[src/rtl/bitonic_sort_ctrl_if.sv]
// Stream and network-side signals of the bitonic sort sequencer.
//   in_valid/in_ready/in_data     : serial element input stream
//   net_start/net_data_o          : one-cycle launch of a full batch to the network
//   net_data_i                    : sorted batch returned by the network
//   out_valid/out_ready/out_data  : serial sorted output stream
//   out_last                      : marks the final lane of a batch
//   busy                          : sequencer or loader holds work
// The slave modport is the sequencer's view; master is the environment's view.
interface bitonic_sort_ctrl_if #(
  parameter int WIDTH = 8,
  parameter int INDEX = 8
);
  logic                   in_valid;
  logic                   in_ready;
  logic [WIDTH-1:0]       in_data;
  logic                   net_start;
  logic [WIDTH*INDEX-1:0] net_data_o;
  logic [WIDTH*INDEX-1:0] net_data_i;
  logic                   out_valid;
  logic                   out_ready;
  logic [WIDTH-1:0]       out_data;
  logic                   out_last;
  logic                   busy;

  modport slave (
    input  in_valid, in_data, out_ready, net_data_i,
    output in_ready, net_start, net_data_o, out_valid, out_data, out_last, busy
  );

  modport master (
    output in_valid, in_data, out_ready, net_data_i,
    input  in_ready, net_start, net_data_o, out_valid, out_data, out_last, busy
  );
endinterface

[src/rtl/bitonic_sort_ctrl.sv]
// Sequencer for a pipelined bitonic sort network.
// A loader gathers INDEX elements from the input stream, the core launches the
// batch into the network, waits NET_LAT cycles, captures the sorted vector and
// drains it lane 0 first on the output stream. The loader keeps filling the
// next batch while the core is running or draining.
//   clk, rst : clock and synchronous active-high reset
//   bus      : stream/network signals (see bitonic_sort_ctrl_if, slave modport)
module bitonic_sort_ctrl #(
  parameter int WIDTH   = 8,
  parameter int INDEX   = 8,
  parameter int NET_LAT = 6
) (
  input  logic               clk,
  input  logic               rst,
  bitonic_sort_ctrl_if.slave bus
);
  localparam int CW = $clog2(INDEX);
  localparam int LW = $clog2(NET_LAT + 1);

  localparam logic [1:0] IDLE  = 2'd0;
  localparam logic [1:0] RUN   = 2'd1;
  localparam logic [1:0] DRAIN = 2'd2;

  logic [1:0]                  state_q, state_d;
  logic [INDEX-1:0][WIDTH-1:0] loadBuf_q, loadBuf_d;
  logic [CW-1:0]               loadCnt_q, loadCnt_d;
  logic                        loadFull_q, loadFull_d;
  logic [LW-1:0]               latCnt_q, latCnt_d;
  logic [INDEX-1:0][WIDTH-1:0] outBuf_q, outBuf_d;
  logic [CW-1:0]               drainIdx_q, drainIdx_d;

  logic inReady;
  logic inAccept;
  logic launch;
  logic draining;
  logic lastLane;

  always_comb begin
    inReady  = !loadFull_q && !rst;
    inAccept = bus.in_valid && inReady;
    // Launches only happen from IDLE so the network never holds two batches
    // and outBuf_q is never overwritten before it has drained.
    launch   = (state_q == IDLE) && loadFull_q;
    draining = (state_q == DRAIN);
    lastLane = (drainIdx_q == CW'(INDEX - 1));

    state_d    = state_q;
    loadBuf_d  = loadBuf_q;
    loadCnt_d  = loadCnt_q;
    loadFull_d = loadFull_q;
    latCnt_d   = latCnt_q;
    outBuf_d   = outBuf_q;
    drainIdx_d = drainIdx_q;

    if (inAccept) begin
      loadBuf_d[loadCnt_q] = bus.in_data;
      if (loadCnt_q == CW'(INDEX - 1)) begin
        loadCnt_d  = '0;
        loadFull_d = 1'b1;
      end else begin
        loadCnt_d = loadCnt_q + 1'b1;
      end
    end

    // A full loader never accepts, so this cannot collide with the set above.
    if (launch) begin
      loadFull_d = 1'b0;
    end

    case (state_q)
      IDLE: begin
        if (launch) begin
          latCnt_d = LW'(1);
          state_d  = RUN;
        end
      end
      RUN: begin
        if (latCnt_q == LW'(NET_LAT)) begin
          outBuf_d   = bus.net_data_i;
          drainIdx_d = '0;
          state_d    = DRAIN;
        end else begin
          latCnt_d = latCnt_q + 1'b1;
        end
      end
      DRAIN: begin
        if (bus.out_ready) begin
          drainIdx_d = drainIdx_q + 1'b1;
          if (lastLane) begin
            state_d = IDLE;
          end
        end
      end
      default: state_d = IDLE;
    endcase
  end

  always_ff @(posedge clk) begin
    if (rst) begin
      state_q    <= IDLE;
      loadBuf_q  <= '0;
      loadCnt_q  <= '0;
      loadFull_q <= 1'b0;
      latCnt_q   <= '0;
      outBuf_q   <= '0;
      drainIdx_q <= '0;
    end else begin
      state_q    <= state_d;
      loadBuf_q  <= loadBuf_d;
      loadCnt_q  <= loadCnt_d;
      loadFull_q <= loadFull_d;
      latCnt_q   <= latCnt_d;
      outBuf_q   <= outBuf_d;
      drainIdx_q <= drainIdx_d;
    end
  end

  // out_data is forced to zero outside DRAIN so a stale captured batch never
  // shows on the output pins.
  always_comb begin
    bus.in_ready   = inReady;
    bus.net_start  = launch;
    bus.net_data_o = loadBuf_q;
    bus.out_valid  = draining;
    bus.out_data   = draining ? outBuf_q[drainIdx_q] : '0;
    bus.out_last   = draining && lastLane;
    bus.busy       = (state_q != IDLE) || (loadCnt_q != '0) || loadFull_q;
  end
endmodule

[src/flat_wrapper.sv]
// flat-port wrapper written by rule: the top's interface ports become plain ports
module bitonic_sort_ctrl_flat 
#(
  parameter int WIDTH   = 8,
  parameter int INDEX   = 8,
  parameter int NET_LAT = 6
)
  (clk, rst, bus_in_valid, bus_in_data, bus_out_ready, bus_net_data_i, bus_in_ready, bus_net_start, bus_net_data_o, bus_out_valid, bus_out_data, bus_out_last, bus_busy);
  bitonic_sort_ctrl_if #(.WIDTH(WIDTH), .INDEX(INDEX)) bus_i ();
  input  logic clk;
  input  logic rst;
  input wire logic [$bits(bus_i.in_valid)-1:0] bus_in_valid;
  input wire logic [$bits(bus_i.in_data)-1:0] bus_in_data;
  input wire logic [$bits(bus_i.out_ready)-1:0] bus_out_ready;
  input wire logic [$bits(bus_i.net_data_i)-1:0] bus_net_data_i;
  output wire logic [$bits(bus_i.in_ready)-1:0] bus_in_ready;
  output wire logic [$bits(bus_i.net_start)-1:0] bus_net_start;
  output wire logic [$bits(bus_i.net_data_o)-1:0] bus_net_data_o;
  output wire logic [$bits(bus_i.out_valid)-1:0] bus_out_valid;
  output wire logic [$bits(bus_i.out_data)-1:0] bus_out_data;
  output wire logic [$bits(bus_i.out_last)-1:0] bus_out_last;
  output wire logic [$bits(bus_i.busy)-1:0] bus_busy;
  assign bus_i.in_valid = bus_in_valid;
  assign bus_i.in_data = bus_in_data;
  assign bus_i.out_ready = bus_out_ready;
  assign bus_i.net_data_i = bus_net_data_i;
  assign bus_in_ready = bus_i.in_ready;
  assign bus_net_start = bus_i.net_start;
  assign bus_net_data_o = bus_i.net_data_o;
  assign bus_out_valid = bus_i.out_valid;
  assign bus_out_data = bus_i.out_data;
  assign bus_out_last = bus_i.out_last;
  assign bus_busy = bus_i.busy;
  bitonic_sort_ctrl #(.WIDTH(WIDTH), .INDEX(INDEX), .NET_LAT(NET_LAT)) u_core (.clk(clk), .rst(rst), .bus(bus_i));
endmodule
[config.mk]
export PLATFORM = sky130hd
export DESIGN_NAME = bitonic_sort_ctrl_flat
export DESIGN_NICKNAME = d
export VERILOG_FILES = /design/src/rtl/bitonic_sort_ctrl_if.sv /design/src/rtl/bitonic_sort_ctrl.sv /design/src/flat_wrapper.sv
export SDC_FILE = /design/constraint.sdc
export NUM_CORES = 1
export LEC_CHECK = 0
export BUFFER_PORTS_ARGS = -buffer_cell sky130_fd_sc_hd__buf_4
export CELL_PAD_IN_SITES_DETAIL_PLACEMENT = 1
export CELL_PAD_IN_SITES_GLOBAL_PLACEMENT = 2
export CORE_UTILIZATION = 27
export DETAILED_ROUTE_END_ITERATION = 7
export HOLD_SLACK_MARGIN = 0.12
export PLACE_DENSITY_LB_ADDON = 0.1
export SLEW_MARGIN = 10
export SYNTH_ARGS = -nofsm -noshare
export SYNTH_HDL_FRONTEND = slang
export SYNTH_SLANG_ARGS = --single-unit
[constraint.sdc]
create_clock -name clk -period 1.6 [get_ports clk]
set_clock_uncertainty 0.05 [all_clocks]
set_input_delay 0.08 -clock clk [delete_from_list [all_inputs] [get_ports clk]]
set_output_delay 0.08 -clock clk [all_outputs]
set_load 0.03 [all_outputs]
* Word level (Yosys, flattened, before mapping) *
Index checks and enable logic that the tools add are counted.

operators by class
  add/sub/neg operators = 3
  order comparisons = 3
  eq/ne operators = 10
  multiplexer cells = 18
  reduce and logical (&&, ||, !) cells = 20

operators by type and width
  cell                                                                                  count
  64-bit bitwise mux                                                                    1
  8-bit binary-select mux with 3-bit select                                             1
  8-bit demux with 3-bit select                                                         1
  8-bit two-way mux                                                                     3
  3-bit two-way mux                                                                     5
  3-bit case mux with 2 select lines                                                    2
  3-bit by 1-bit adder with 3-bit output (second input constant)                        3
  3-bit equality test (second input constant)                                           3
  3-bit by 4-bit < comparator with 1-bit output (second input constant)                 2
  2-bit two-way mux                                                                     4
  2-bit != test (second input constant)                                                 4
  2-bit case mux with 3 select lines                                                    1
  3-bit AND reduction                                                                   2
  2-bit nonzero test                                                                    3
  1-bit logical AND                                                                     5
  2-bit AND reduction                                                                   2
  4-bit AND reduction                                                                   1
  3-bit by 1-bit greater-or-equal comparator with 1-bit output (second input constant)  1
  3-bit nonzero test                                                                    1
  2-bit by 1-bit equality test with 1-bit output (second input constant)                1
  2-bit equality test (second input constant)                                           1
  1-bit logical NOT                                                                     2
  2-bit logical NOT                                                                     1
  1-bit logical OR                                                                      2
  2 further kinds                                                                       2

storage, ports and cells
  bits in registers = 140
  input port bits = 76
  output and inout port bits = 77
  logic and storage cells = 75

* Longest topological paths before layout *
Gate-level depths: netlist (run 1).

  depth after elaboration = 5
  gate-level depth with buffers = 7
  mapped depth without buffers = 5

* Worst setup path before layout (run 1) *
OpenSTA, ideal clock, no wires.

  path kind = register to output
  start point = reg u_core.state_q[1]
  end point = out bus_out_data[0]
  arrival = 1.604 ns
  required time = 1.470 ns
  slack = -0.134 ns
  cell stages (with the launch flop) = 5
  buffers on the path = 2
  cell sequence = dfxtp_1 clkbuf_1 nor2b_1 clkbuf_1 and3_1

on the way
  cells in the longest elaborated chain, start to end = 2

ends and longest elaborated chain
  item                      RTL line                  RTL
  start: declaration        bitonic_sort_ctrl.sv:24   logic [1:0] state_q, state_d;
  start signal: assignment  bitonic_sort_ctrl.sv:108  state_q <= state_d;
  2-bit equality test       bitonic_sort_ctrl.sv:44   draining = (state_q == DRAIN);
  net bus_out_valid         flat_wrapper.sv:19        output wire logic [$bits(bus_i.out_valid)-1:0] bus_out_valid;
  8-bit two-way mux         bitonic_sort_ctrl.sv:125  bus.out_data = draining ? outBuf_q[drainIdx_q] : '0;
  end: declaration          flat_wrapper.sv:20        output wire logic [$bits(bus_i.out_data)-1:0] bus_out_data;

The timed path passes the listed nets, and every way through them passes these cells.

* Worst setup path after layout (run 1) *
  start point = reg u_core.drainIdx_q[1]
  end point = out bus_out_data[4]

on the way
  cells in the longest elaborated chain, start to end = 3

ends and longest elaborated chain
  item                                       RTL line                  RTL
  start: declaration                         bitonic_sort_ctrl.sv:30   logic [CW-1:0] drainIdx_q, drainIdx_d;
  start signal: assignment                   bitonic_sort_ctrl.sv:114  drainIdx_q <= drainIdx_d;
  8-bit binary-select mux with 3-bit select  bitonic_sort_ctrl.sv:125
  8-bit two-way mux (implied by the code)    bitonic_sort_ctrl.sv:125
  8-bit two-way mux                          bitonic_sort_ctrl.sv:125

Every way passes these cells. The select of a mux whose other input is x is not followed.

==> results.md, run 1 <==
* Max-cap viol count at 0
* Fin Setup TNS at -2.35 ns
* Initial antenna violation count at 0
* Synthesized cell area at 5940 um2
* Global Route Usage Sum at 19.6%
* Worst IR drop on VDD at 0.000540 V
* RSZ-0062 raised after global routing: true
* Antenna Cells at 0
* Vias/cell at 4.92
* Final worst-path cycle share at 120%
* Status: complete, but fails checks
* Post-synth top area share at 47.2%
* Worst setup EP type: output pin
* Area delta synth->final at 59.4%
* Number of synthesized flops with an enable pin at 0
* R2r setup slk at 0.09 ns
* Fmax at 523 MHz
* Overflow after GRT at 0
* Clock share of power at 50.9%
* 1st-iter DRT viols at 212
* PwrDens at 906 nW/um2
* Num CTS Buffers at 17
* Worst-skew pair later-pin latency at 0.42 ns
* Commonest cells after routing, fill and taps aside: buf_4, a21oi_1, dfxtp_1
* Nets at 1026
* H-tree depth at 4
* Pre-CTS setup slack at -0.0259 ns
* Final Setup Violations at 9
* Maximum clock insertion buffer count at 2
* Final Util at 44.4%
* Fraction of registers with async set/reset at 0%
* Ys flop type: dfxtp_1
* CP endpoint: bus_out_data[4]
* Synth area leader: dfxtp_1
* First-pass GRT wire length at 33700 um
* Layout cells sized above 1 at 29.9%
* Min Clock Period, post-route at 1.91 ns
* Top cells by area, synth: dfxtp_1, a21oi_1, nand2_1, mux2i_1, nand3_1
* Leakage at 3.45 nW
* Fillers at 2424
* Hold crit path type: reg -> reg
* Worst setup SP type: flop
* Mean Syn Cell Area at 8.12 um2
* Final Hold Viols at 0
* Routed WL per cell at 18.4 um
* Tot Pwr at 8.57 mW
* WS Path Type: reg -> out
* Die width at 150 um
* Register bit total from synthesis at 140
* Failing checks: negative setup slack
* Routability congestion estimate at 0.772
* Max-slew violation count at 0
* Root Buffer: clkbuf_16
* Multi-input logic area at 3130 um2
* FF-to-FF path depth at 3
* Largest net degree at the start of global routing at 87
* Vias at 6056
* CTS sink count at 140
* CTS tree: yes
* Maximum fanout along the worst path at 5
* Final HPWL DP at 14400 um
* Critical path origin: u_core.drainIdx_q[1]
* FF+latch area at 2820 um2
* Syn_nets at 814
* Port buffer count at 152
* Yosys Warn Count at 0
* Drt pass-1 iters at 4
* Comb pwr share at 8.0%
* Sequential power share at 41.2%
* Worst-Margin Slew at 0.681 ns
* Synth cell types at 38
* Syn Inst Count at 731
* Number of remaining DRC errors at 0
* Final WS setup at -0.313 ns
* Initial Util at 27.9%
* Sw power at 1.94 mW
* Sw Ratio at 22.6%
* Critical Path RT at 1.47 ns
* R2R Path Start: u_core.loadCnt_q[1]
* Antenna-violating nets left at 0
* R2R Path End: u_core.bus.net_data_o[5]
* WL final at 22600 um
* Seq/Total Area, Yosys at 47.2%
* Total core area at 21300 um2
* Vias in the first global route at 6305
* Vert. Die Dim at 150 um
* Most common cell after layout, fill and taps aside: buf_4
* Die ar. at 22600 um2
* Clock Pin Slew Worst Setup and Hold Paths at 0.06 ns
* CP arrival at 1.78 ns
* I/O pin count at 153
* Slew headroom at 54.6%
* P_int at 6.64 mW
* Core Rows at 53
[critical path: stages (launching register included)]
cell and delay [ns]:
dfxtp_4 0.43, clkbuf_16 0.19, mux2i_2 0.30, a22oi_1 0.10, and3_1 0.19, buf_6 0.14
[cell type report]
class	instances	share of cell area [%]
multi-input cells	510	33.0
flip-flops and latches	140	29.8
repair buffers	268	26.5
clock buffers	18	4.54
well taps	275	3.64
clock inverters	13	2.30
inverters	6	0.238
[Yosys cell counts (2+ instances only)]
cell type / count
buf_6: 2
and4b_1: 2
a21oi_1: 136
o21ai_1: 12
clkbuf_1: 44
or2_2: 2
nand4bb_1: 2
o21ai_0: 50
inv_1: 6
and2_1: 3
nand2_1: 129
o21ai_2: 2
o211ai_1: 2
and3_1: 8
buf_2: 20
mux2i_1: 35
nand4b_1: 3
ha_1: 7
clkbuf_2: 2
a22oi_1: 16
buf_1: 6
nor2b_1: 5
nand2b_1: 3
nor4_1: 2
dfxtp_1: 140
nand3_1: 70
nor2_1: 11
[cells by family after synthesis]
kind of cell,after synthesis,share of synthesized area [%]
multiplexers,35,5.90
AO/OA/AOI/OAI,219,19.4
flip-flops,140,47.2
buffers and inverters,82,6.16
AND/OR/NAND/NOR,248,19.8
adder cells (fa/ha/maj),7,1.48
[metrics by stage]
step	hold slack, ns	cells	cell area, um2
3_3_place_gp	0.282	1110	7440
2_1_floorplan	0.166	731	5940
3_5_place_dp	0.289	1110	7440
4_1_cts	0.385	1222	9170
5_1_grt	0.413	1230	9460
6_report	0.413	1230	9460
[worst min-delay path by stage]
stage | startpoint | to | slack (ns) | depth (start not counted)
final | u_core.outBuf_q[31] | u_core.outBuf_q[31] | 0.41 | 2
after global routing | bus_net_data_i[2] | u_core.outBuf_q[2] | 0.41 | 4
after CTS | bus_net_data_i[6] | u_core.outBuf_q[6] | 0.38 | 4
after detailed placement | bus_net_data_i[6] | u_core.outBuf_q[6] | 0.29 | 3
after global placement | bus_net_data_i[6] | u_core.outBuf_q[6] | 0.28 | 3
after floorplan | bus_net_data_i[0] | u_core.outBuf_q[0] | 0.17 | 2
[power groups by stage]
stage | combinational, mW | clock [mW] | sequential (mW)
finish | 0.682 | 4.36 | 3.53
global route | 0.731 | 4.62 | 3.53
CTS | 0.670 | 4.47 | 3.53
detailed placement | 0.512 | 0 | 3.61
global placement | 0.505 | 0 | 3.61
floorplan | 0.203 | 0 | 3.64
[per-layer routing]
| layer | share of wire, % | global-route usage (%) | wire (um) |
|---|---|---|---|
| met5 | 0 | 0 | 0 |
| met4 | 1.1 | 5.25 | 249 |
| met3 | 3.4 | 3.88 | 779 |
| met2 | 52 | 35.1 | 11800 |
| met1 | 43 | 23.6 | 9750 |
[registers in the layout (all words and copies together) (netlist names)]
register and count:
u_core.bus.net_data_o 64, u_core.drainIdx_q 3, u_core.latCnt_q 3, u_core.loadCnt_q 3, u_core.loadFull_q 1, u_core.outBuf_q 64, u_core.state_q 2
[repair_timing]
item                                    in CTS  in global routing
gates cloned                                 2                  7
endpoints found under the setup margin      13                 66
setup buffers                                4                  3
hold buffers                                75                  0
endpoints found under the hold margin      134                  0
pin swaps                                    3                 14
gates resized for setup                     53                 44
Power figures use the tool's default switching activity.
==> run 2, diff against run 1 <==
Settings changed: CORE_ASPECT_RATIO from default to 0.5.
==> run 2 against run 1 <==
Net effect:
- the flow still finishes with violations (negative setup slack)
- clock power shrank 4.8%
- first-iteration DRC count increased by 9.9%
- sequential share of layout area rose by 0.78 points
- worst setup slack improved by 0.054 ns
- hold slack got worse by 0.23 ns
- wire length down 3.4%
- critical path depth did not move
- global-route usage fell by 0.13 points
- via count decreased by 0.79%
- cell count up 1.6%
- critical path type unchanged
- critical endpoint unchanged
- largest cell class unchanged
- highest routed layer unchanged
==> results.md, run 2 (synthesized netlist as in run 1, its figures left out) <==
* Status: complete, but fails checks
* Failing checks: negative setup slack
* Min Clock Period, post-route at 1.86 ns
* Final WS setup at -0.260 ns
* Initial Util at 28.2%
* WHS at 0.183 ns
* Commonest cells after routing, fill and taps aside: buf_4, a21oi_1, dfxtp_1
* Antenna Cells at 0
* Hold crit path type: in -> reg
* Worst setup EP type: output pin
* Layout cells sized above 1 at 28.3%
* Finished layout cell area at 9230 um2
* Vias in the first global route at 6323
* First-pass GRT wire length at 33900 um
* Tot Pwr at 8.36 mW
* I/O pin count at 153
* Drt pass-1 iters at 4
* Final Hold Viols at 0
* Vert. Die Dim at 107 um
* Slew headroom at 60.0%
* Number of remaining DRC errors at 0
* Worst-Margin Slew at 0.600 ns
* Placed Area at 7500 um2
* Maximum fanout along the worst path at 13
* Core Rows at 37
* Finished Layout Cells at 1250
* Die width at 212 um
* Routed WL per cell at 17.4 um
* WL final at 21800 um
* Final Setup Violations at 9
* Vias at 6008
* Clock Pin Slew Worst Setup and Hold Paths at 0.06 ns
* Final HPWL DP at 13600 um
* Maximum clock insertion buffer count at 2
* Worst IR drop on VDD at 0.000600 V
* Max-cap viol count at 0
* Vias/cell at 4.81
* CP arrival at 1.73 ns
* Critical Path RT at 1.47 ns
* Final worst-path cycle share at 116%
* Most common cell after layout, fill and taps aside: buf_4
* Worst-skew pair later-pin latency at 0.43 ns
* WS Path Type: reg -> out
* Area delta synth->final at 55.5%
* Global Route Usage Sum at 19.4%
* Max-slew violation count at 0
* Initial antenna violation count at 0
* Leakage at 3.44 nW
* Total core area at 21100 um2
* Die ar. at 22600 um2
* Fmax at 538 MHz
* Placed Instances at 1131
* Antenna-violating nets left at 0
* Nets at 1029
* CTS sink count at 140
* CTS tree: yes
* PwrDens at 906 nW/um2
* RSZ-0062 raised after global routing: true
* Overflow after GRT at 0
* Port buffer count at 152
* Num CTS Buffers at 17
* Root Buffer: clkbuf_16
* 1st-iter DRT viols at 233
* Worst setup SP type: flop
* Routability congestion estimate at 0.719
* H-tree depth at 4
* Final Util at 43.8%
* Largest net degree at the start of global routing at 114
-- run 2: final cells by class --
type / count / area [um2]
inverters: 6 / 22.5
repair buffers: 271 / 2480
clock inverters: 5 / 77.6
clock buffers: 26 / 539
fillers: 2448 / 11800
flip-flops and latches: 140 / 2820
well taps: 292 / 365
multi-input cells: 510 / 2930
-- run 2: metal layers --
metal / wire length [um] / part of all wire [%] / GRT usage (%) / vias up
li1: - / - / - / 2968
met1: 10800 / 50 / 26.3 / 2921
met2: 10000 / 46 / 31.1 / 100
met3: 678 / 3.1 / 3.75 / 19
met4: 298 / 1.4 / 6.42 / 0
met5: 0 / 0 / 0 / -
-- run 2: where the power goes --
group	switching (mW)	leakage [nW]	total, mW	internal [mW]
Clock	1.53	0.304	4.15	2.62
Sequential	0.0227	1.13	3.53	3.51
Combinational	0.330	2.00	0.686	0.356
-- run 2: worst max-delay path, stage by stage, from the launching register on --
cell	delay, ns
dfxtp_4	0.39
buf_12	0.18
mux2i_2	0.25
a22oi_1	0.11
and3_1	0.21
buf_4	0.17
-- run 2: worst paths after layout --
kind,slack [ns],from,to,cells past startpoint
hold reg to reg,0.40,u_core.outBuf_q[51],u_core.outBuf_q[51],2
setup / recovery,-0.26,u_core.drainIdx_q[1],bus_out_data[4],5
hold / removal,0.18,rst,u_core.bus.net_data_o[34],5
setup reg to reg,0.10,u_core.loadCnt_q[1],u_core.bus.net_data_o[5],3
-- run 2: metrics by stage --
stage	setup slack, ns	TNS (ns)
floorplan	0.0427	0
global placement	0.0498	0
detailed placement	-0.0258	-0.0875
CTS	-0.297	-2.47
global route	-0.335	-2.83
finish	-0.260	-2.05
-- run 2: repair_timing --
item                                    in CTS  in global routing
resized for setup                           35                 19
hold buffers                                74                  0
endpoints found under the setup margin      12                 50
endpoints found under the hold margin      133                  0
pin swaps                                    2                  2
gates cloned                                 0                  5
buffers inserted                             0                  9
